<file path="src/rtl/reg_op_sequencer.sv">
// Command sequencer for the 4-bit func-controlled register: expands one accepted
// command into per-cycle func/data codes and keeps a shadow of the register contents.
module reg_op_sequencer #(
  parameter int COUNT_W = 3
) (
  input  logic               clock,
  input  logic               reset,
  input  logic               cmd_valid,
  input  logic [2:0]         cmd_op,
  input  logic [3:0]         cmd_data,
  input  logic [COUNT_W-1:0] cmd_count,
  output logic               cmd_ready,
  output logic [3:0]         func,
  output logic [3:0]         data_out,
  output logic               busy,
  output logic               done,
  output logic               error,
  output logic [3:0]         shadow
);

  localparam logic [3:0] F_HOLD  = 4'b0000;
  localparam logic [3:0] F_LOAD  = 4'b0001;
  localparam logic [3:0] F_CLEAR = 4'b0010;
  localparam logic [3:0] F_SHR   = 4'b0011;
  localparam logic [3:0] F_SHL   = 4'b0100;

  localparam logic [2:0] OP_NOP      = 3'd0;
  localparam logic [2:0] OP_LOAD     = 3'd1;
  localparam logic [2:0] OP_CLEAR    = 3'd2;
  localparam logic [2:0] OP_SHR      = 3'd3;
  localparam logic [2:0] OP_SHL      = 3'd4;
  localparam logic [2:0] OP_LOAD_SHR = 3'd5;
  localparam logic [2:0] OP_LOAD_SHL = 3'd6;

  typedef enum logic [2:0] {
    S_IDLE,
    S_LOAD,
    S_CLEAR,
    S_SHIFT,
    S_DONE
  } state_t;

  state_t             state_q, state_d;
  logic [3:0]         func_q, func_d;
  logic [3:0]         data_q, data_d;
  logic [3:0]         shadow_q, shadow_d;
  logic [COUNT_W-1:0] counter_q, counter_d;
  logic [COUNT_W-1:0] len_q, len_d;
  logic [2:0]         op_q, op_d;
  logic               error_q, error_d;

  always_ff @(posedge clock or posedge reset) begin
    if (reset) begin
      state_q   <= S_IDLE;
      func_q    <= F_HOLD;
      data_q    <= 4'b0000;
      shadow_q  <= 4'b0000;
      counter_q <= '0;
      len_q     <= '0;
      op_q      <= OP_NOP;
      error_q   <= 1'b0;
    end else begin
      state_q   <= state_d;
      func_q    <= func_d;
      data_q    <= data_d;
      shadow_q  <= shadow_d;
      counter_q <= counter_d;
      len_q     <= len_d;
      op_q      <= op_d;
      error_q   <= error_d;
    end
  end

  // Shadow follows the func already on the bus, exactly as the target register does.
  always_comb begin
    shadow_d = shadow_q;
    case (func_q)
      F_LOAD:  shadow_d = data_q;
      F_CLEAR: shadow_d = 4'b0000;
      F_SHR:   shadow_d = {1'b0, shadow_q[3:1]};
      F_SHL:   shadow_d = {shadow_q[2:0], 1'b0};
      default: shadow_d = shadow_q;
    endcase
  end

  always_comb begin
    state_d   = state_q;
    func_d    = F_HOLD;
    data_d    = data_q;
    counter_d = counter_q;
    len_d     = len_q;
    op_d      = op_q;
    error_d   = error_q;

    case (state_q)
      S_IDLE: begin
        if (cmd_valid) begin
          op_d  = cmd_op;
          len_d = cmd_count;
          case (cmd_op)
            OP_LOAD, OP_LOAD_SHR, OP_LOAD_SHL: begin
              state_d = S_LOAD;
              func_d  = F_LOAD;
              data_d  = cmd_data;
            end
            OP_CLEAR: begin
              state_d = S_CLEAR;
              func_d  = F_CLEAR;
            end
            OP_SHR, OP_SHL: begin
              if (cmd_count != '0) begin
                state_d   = S_SHIFT;
                func_d    = (cmd_op == OP_SHR) ? F_SHR : F_SHL;
                counter_d = cmd_count - COUNT_W'(1);
              end else begin
                state_d = S_DONE;
              end
            end
            OP_NOP: state_d = S_DONE;
            default: begin
              state_d = S_DONE;
              error_d = 1'b1;
            end
          endcase
        end
      end
      S_LOAD: begin
        if ((op_q == OP_LOAD_SHR || op_q == OP_LOAD_SHL) && len_q != '0) begin
          state_d   = S_SHIFT;
          func_d    = (op_q == OP_LOAD_SHR) ? F_SHR : F_SHL;
          counter_d = len_q - COUNT_W'(1);
        end else begin
          state_d = S_DONE;
        end
      end
      S_CLEAR: state_d = S_DONE;
      S_SHIFT: begin
        // The counter holds the shifts still owed after the one now on the bus.
        if (counter_q == '0) begin
          state_d = S_DONE;
        end else begin
          counter_d = counter_q - COUNT_W'(1);
          func_d    = func_q;
        end
      end
      S_DONE: begin
        state_d = S_IDLE;
        error_d = 1'b0;
      end
      default: state_d = S_IDLE;
    endcase
  end

  assign cmd_ready = (state_q == S_IDLE) && !reset;
  assign busy      = (state_q != S_IDLE);
  assign done      = (state_q == S_DONE);
  assign error     = error_q;
  assign func      = func_q;
  assign data_out  = data_q;
  assign shadow    = shadow_q;

endmodule
</file>
<file path="config.mk">
export PLATFORM = sky130hd
export DESIGN_NAME = reg_op_sequencer
export DESIGN_NICKNAME = d
export VERILOG_FILES = /design/src/rtl/reg_op_sequencer.sv
export SDC_FILE = /design/constraint.sdc
export NUM_CORES = 1
export LEC_CHECK = 0
export ABC_CLOCK_PERIOD_IN_PS = 4400
export BUFFER_PORTS_ARGS = -buffer_cell sky130_fd_sc_hd__buf_2
export CAP_MARGIN = 5
export CORE_UTILIZATION = 29
export CTS_CLUSTER_DIAMETER = 100
export DETAILED_ROUTE_END_ITERATION = 10
export PLACE_DENSITY = 0.54
export SETUP_SLACK_MARGIN = 0.3
export SYNTH_ARGS = -nofsm -noshare
export SYNTH_HDL_FRONTEND = slang
export SYNTH_SLANG_ARGS = --single-unit
</file>
<file path="constraint.sdc">
create_clock -name clock -period 4.4 [get_ports clock]
set_input_delay 0.22 -clock clock [delete_from_list [all_inputs] [get_ports clock]]
set_output_delay 0.22 -clock clock [all_outputs]
set_load 0.01 [all_outputs]
</file>
[Yosys cells after proc, flatten, opt, wreduce, memory -nomap -nowiden]
Cells that the tools add are included.
Storage, ports and cells
  bits in registers: 25
  latch bits: 0
  bits in writable memories: 0
  memory bits (read-only): 0
  input bits: 13
  word-level logic and storage cells: 79
  memories: 0
Operators by class
  add/sub/neg operators: 3
  $mul: 0
  divide/modulo/power cells: 0
  $lt $le $gt $ge: 0
  equal/unequal tests: 23
  shift operators: 0
  multiplexer cells: 24
  bitwise operators: 0
  reduce and logical (&&, ||, !) cells: 21
Operators by type and width (count)
  2-to-1 mux 3 bit: 14
  case mux 3 bit (3 select lines): 3
  == test 3 bit (second input constant): 6
  case mux 4 bit (4 select lines): 1
  == test 3 x 2 -> 1 bit (second input constant): 4
  inequality test 2 bit (second input constant): 6
  case mux 3 bit (4 select lines): 1
  case mux 4 bit (3 select lines): 1
  nonzero test 3 bit: 4
  logical NOT 3 bit: 3
  subtractor 3 x 1 -> 3 bit (second input constant): 3
  == test 4 x 2 -> 1 bit (second input constant): 2
  OR reduction 7 bit: 1
  == test 3 x 1 -> 1 bit (second input constant): 2
  AND reduction 3 bit: 2
  AND reduction 6 bit: 1
  == test 4 x 1 -> 1 bit (second input constant): 1
  == test 4 x 3 -> 1 bit (second input constant): 1
  2-to-1 mux 4 bit: 1
  AND reduction 2 bit: 2
  nonzero test 4 bit: 1
  OR reduction 3 bit: 1
  logical AND 1 bit: 2
  2-to-1 mux 1 bit: 2
  6 further kinds: 6

[Logic depth before layout (Yosys ltp)]
  depth after elaboration: 6
  depth in mapped cells: 7
  depth with buffers taken out: 6

[Worst setup path before layout]
Ideal clock, no wire load.
  path kind: register to register
  start: register state_q[1]
  end: register counter_q[2]
  library setup time: 125 ps
  arrival time: 1526 ps
  path slack: 2749 ps
  cell stages (with the launch flop): 8
  buffers on the path: 1
  clock period less this slack: 1651 ps
  path through: dfrtp_1 -> clkbuf_1 -> mux2i_1 -> nor2_1 -> a21oi_1 -> ha_1 -> xnor2_1 -> mux2_4
On the way
  cells in the longest elaborated chain, start to end: 3
  elaborated cells on any way between the ends: 11
  classes of those cells: eq/ne (7); mux (1); reduce/logical (3)
RTL lines
  start, declared: RTL line 43  | state_t state_q, state_d;
  start signal, assigned: RTL line 63  | state_q <= state_d;
  == test 3 x 2 -> 1 bit, or another cell as far along: RTL line 95  | case (state_q)
  inequality test 2 bit (no line), or another cell as far along
  AND reduction 6 bit (no line)
  end signal, assigned: RTL line 67  | counter_q <= counter_d;
  end, declared: RTL line 47  | logic [COUNT_W-1:0] counter_q, counter_d;
Several ways; a longest one is shown, not always the timed one.
A chain may end at the register's enable or synchronous reset.

[Worst setup path in the final report]
  start: register state_q[1]
  end: register data_q[3], in the netlist data_out[3]
On the way
  cells in the longest elaborated chain, start to end: 2
RTL lines
  logical NOT 3 bit: RTL line 95
  AND reduction 3 bit (no line)
  end signal, assigned: RTL line 65  | data_q <= data_d;
  end, declared: RTL line 45  | logic [3:0] data_q, data_d;
No other way between the ends.

==> impl_metrics.json <==
{
  "firstDrtPassIters": 8,
  "root_buffer": "clkbuf_8",
  "grt-ovfl-total": 0,
  "synthArstFlopShare": 1.00,
  "worst_slew_pin_slew_ps": 923,
  "p_int_uw": 631,
  "synth.avg_cell_area_sq_um": 10.3,
  "insertion_delay_ps": 260,
  "synth_nets": 149,
  "seq_power_share": 0.413,
  "grt.total_usage": 0.126,
  "drive_above_1_share": 0.314,
  "syn_inst": 135,
  "clockBufferDepth": 2,
  "cts_tree": "built",
  "drcViolationCount": 5,
  "finalCritPeriodShare": 0.492,
  "critPathRequiredTime_ps": 4550,
  "critical_path.max_fanout": 12,
  "cap_viol_max_count": 0,
  "status": "finished, violations left",
  "fin_skew_ps": 1.95,
  "grt_busiest_layer": "met2",
  "nets": 172,
  "synth.most_common_cell": "dfrtp_1",
  "dp_hpwl_um": 2290,
  "r2r_start": "state_q[1]",
  "hold_viol": 0,
  "synth-edff-count": 0,
  "path_clk_slew_ps": 80,
  "ys_warn_count": 0,
  "r2r_end": "data_out[3]",
  "min_period_ps": 2170,
  "cts-resized-gates": 0,
  "synthTopCellsByArea": "dfrtp_1, mux2_2, mux2i_1",
  "drv_slew": 0,
  "num_vias": 1100,
  "p_switching_uw": 417,
  "critPathLaunchType": "register",
  "crit_start": "state_q[1]",
  "synth_seq_cells": 24,
  "slowest_stage": "dfrtp_1",
  "finalPower_mw": 1.05,
  "ys.flop_type": "dfrtp_1",
  "relSlewSlack": 0.384,
  "start_util": 0.311,
  "die-area_sq_um": 5080,
  "wire_per_inst_um": 14.7,
  "gp_congestion": 0.820,
  "ant_nets": 0,
  "crit_type": "register to register",
  "synth_cell_types": 43,
  "setup_tns_ps": 0,
  "crit_path_end": "data_out[3]",
  "yosys.area.top_type": "dfrtp_1",
  "violations": "design-rule violations",
  "numCtsBuffers": 3,
  "crit_chain": "nor2_1 -> nand3b_1 -> a211oi_2 -> mux2_2",
  "path_delay_family": "simple AND/OR/NAND/NOR gates",
  "cts.sinks": 24,
  "ctsHoldBuffers": 0,
  "hold_path_class": "input pin to async pin",
  "grt_pass1_vias": 1085,
  "port_buffers": 27,
  "core_region_area_sq_um": 4470,
  "core.rowCount": 24,
  "fmax_ghz": 0.462,
  "diodes": 0,
  "r2r.worst_path.cells": 4,
  "area_growth_pct": 14.6,
  "cp.depth": 4,
  "p_leak_nw": 0.705,
  "r2r_slack_ps": 2230,
  "p_sw_frac": 0.398,
  "avgViaCountPerCell": 5.29,
  "yosysSeqAreaShare": 0.431,
  "finalSetupViolations": 0,
  "synth_commonest_cells": "dfrtp_1, mux2_2, nor2_1, mux2i_1, a21oi_1",
  "antenna_found_initial": 0,
  "drtIter0Drc": 58,
  "gr-usage-met2": 0.211,
  "clock_power_share": 0.122,
  "worstPathBufferInverterCount": 0,
  "die-height_um": 71.3,
  "comb_power_share": 0.465,
  "grt_max_degree": 25,
  "io_pins": 29,
  "power_density_nw_per_um2": 656,
  "rsz0062_at_grt": "false",
  "critPathMaxStageDelay_ps": 520,
  "cp.arrival_ps": 2320,
  "met3_usage": 0.0352,
  "htree_levels": 1,
  "endpoint_kind": "register",
  "synth_top_area_share": 0.431,
  "use_met1": 0.161,
  "ir_drop_mv": 0.235,
  "syn_area_sq_um": 1390,
  "post-cts-setup-buffers": 0,
  "die_w_um": 71.3,
  "grt_pass1_wl_um": 5030,
  "routed_wirelength_um": 3060
}
## power by group through the flow
| stage | Combinational [mW] | Sequential [mW] | Clock [mW] |
|---|---|---|---|
| CTS | 0.489 | 0.435 | 0.133 |
| global route | 0.539 | 0.452 | 0.144 |
| detailed placement | 0.488 | 0.439 | 0 |
| global placement | 0.479 | 0.432 | 0 |
| finish | 0.487 | 0.433 | 0.127 |
| floorplan | 0.371 | 0.414 | 0 |
## cells in the final DEF (no fill, tap or decap), types with 2 or more instances in the layout
cell / instances
o211ai_1: 2
a22oi_1: 2
mux2_4: 2
nor2_1: 12
a21oi_1: 7
a211o_1: 2
nand3b_1: 3
mux2_2: 13
a31oi_1: 2
nand2_1: 4
a221oi_1: 2
nor3_1: 4
o21ai_0: 3
dfrtp_1: 24
or3_1: 2
mux2i_1: 8
nand3_1: 2
nor4b_1: 2
clkbuf_8: 3
buf_2: 27
inv_1: 5
nand2b_1: 4
xor2_1: 2
## through the flow
| stage | worst slack (ps) | utilization | hold WS [ps] | cells | cell area (sq um) |
|---|---|---|---|---|---|
| detailed placement | 2250 | 0.348 | 466 | 205 | 1560 |
| global route | 2040 | 0.357 | 177 | 208 | 1600 |
| CTS | 2240 | 0.357 | 186 | 208 | 1600 |
| floorplan | 2750 | - | 235 | 135 | 1390 |
| finish | 2230 | 0.357 | 157 | 208 | 1600 |
| global placement | 2340 | 0.348 | 455 | 205 | 1560 |
## worst reg2reg max path, stage by stage, from the launching register on
cell and delay [ps]:
dfrtp_1 520, nor2_1 210, nand3b_1 420, a211oi_2 520
mux2_2 390
## metal layers
metal,share of wire,vias to the layer above
li1,-,536
met1,0.47,529
met2,0.47,29
met3,0.042,6
met4,0.015,0
met5,0,-
## worst min path at each step
stage           startpoint            to  slack [ps]  cells past startpoint
6_report             reset         error         160                      2
5_1_grt        cmd_data[0]   data_out[0]         180                      2
4_1_cts              reset         error         190                      2
3_5_place_dp   cmd_data[0]   data_out[0]         470                      2
3_3_place_gp   cmd_data[3]   data_out[3]         460                      2
2_1_floorplan        reset  counter_q[0]         230                      1
## final cells by class
type,instances,area (sq um)
Sequential cell,24,601
Clock buffer,3,41.3
Tap cell,52,65.1
Multi-Input combinational cell,97,736
Timing Repair Buffer,27,135
Inverter,5,18.8
Fill cell,463,2880
## state kept, by name, indices dropped and copies added (netlist names)
name,cells
data_out,4
shadow,4
counter_q,3
func,3
len_q,3
op_q,3
state_q,3
error,1
## kinds of logic (layout without fill, tap and decap cells)
family	after synthesis	in the layout	share of synthesized area
other	1	1	0.00269
and+or+nand+nor	40	40	0.159
buffers and inverters	14	35	0.0404
adders and majority gates	1	1	0.00898
xor gates and xnor gates	3	3	0.0189
muxes	23	23	0.184
AOI/OAI and AO/OA	29	29	0.155
DFF	24	24	0.431
Note: power is estimated with default switching activity, not from simulation.
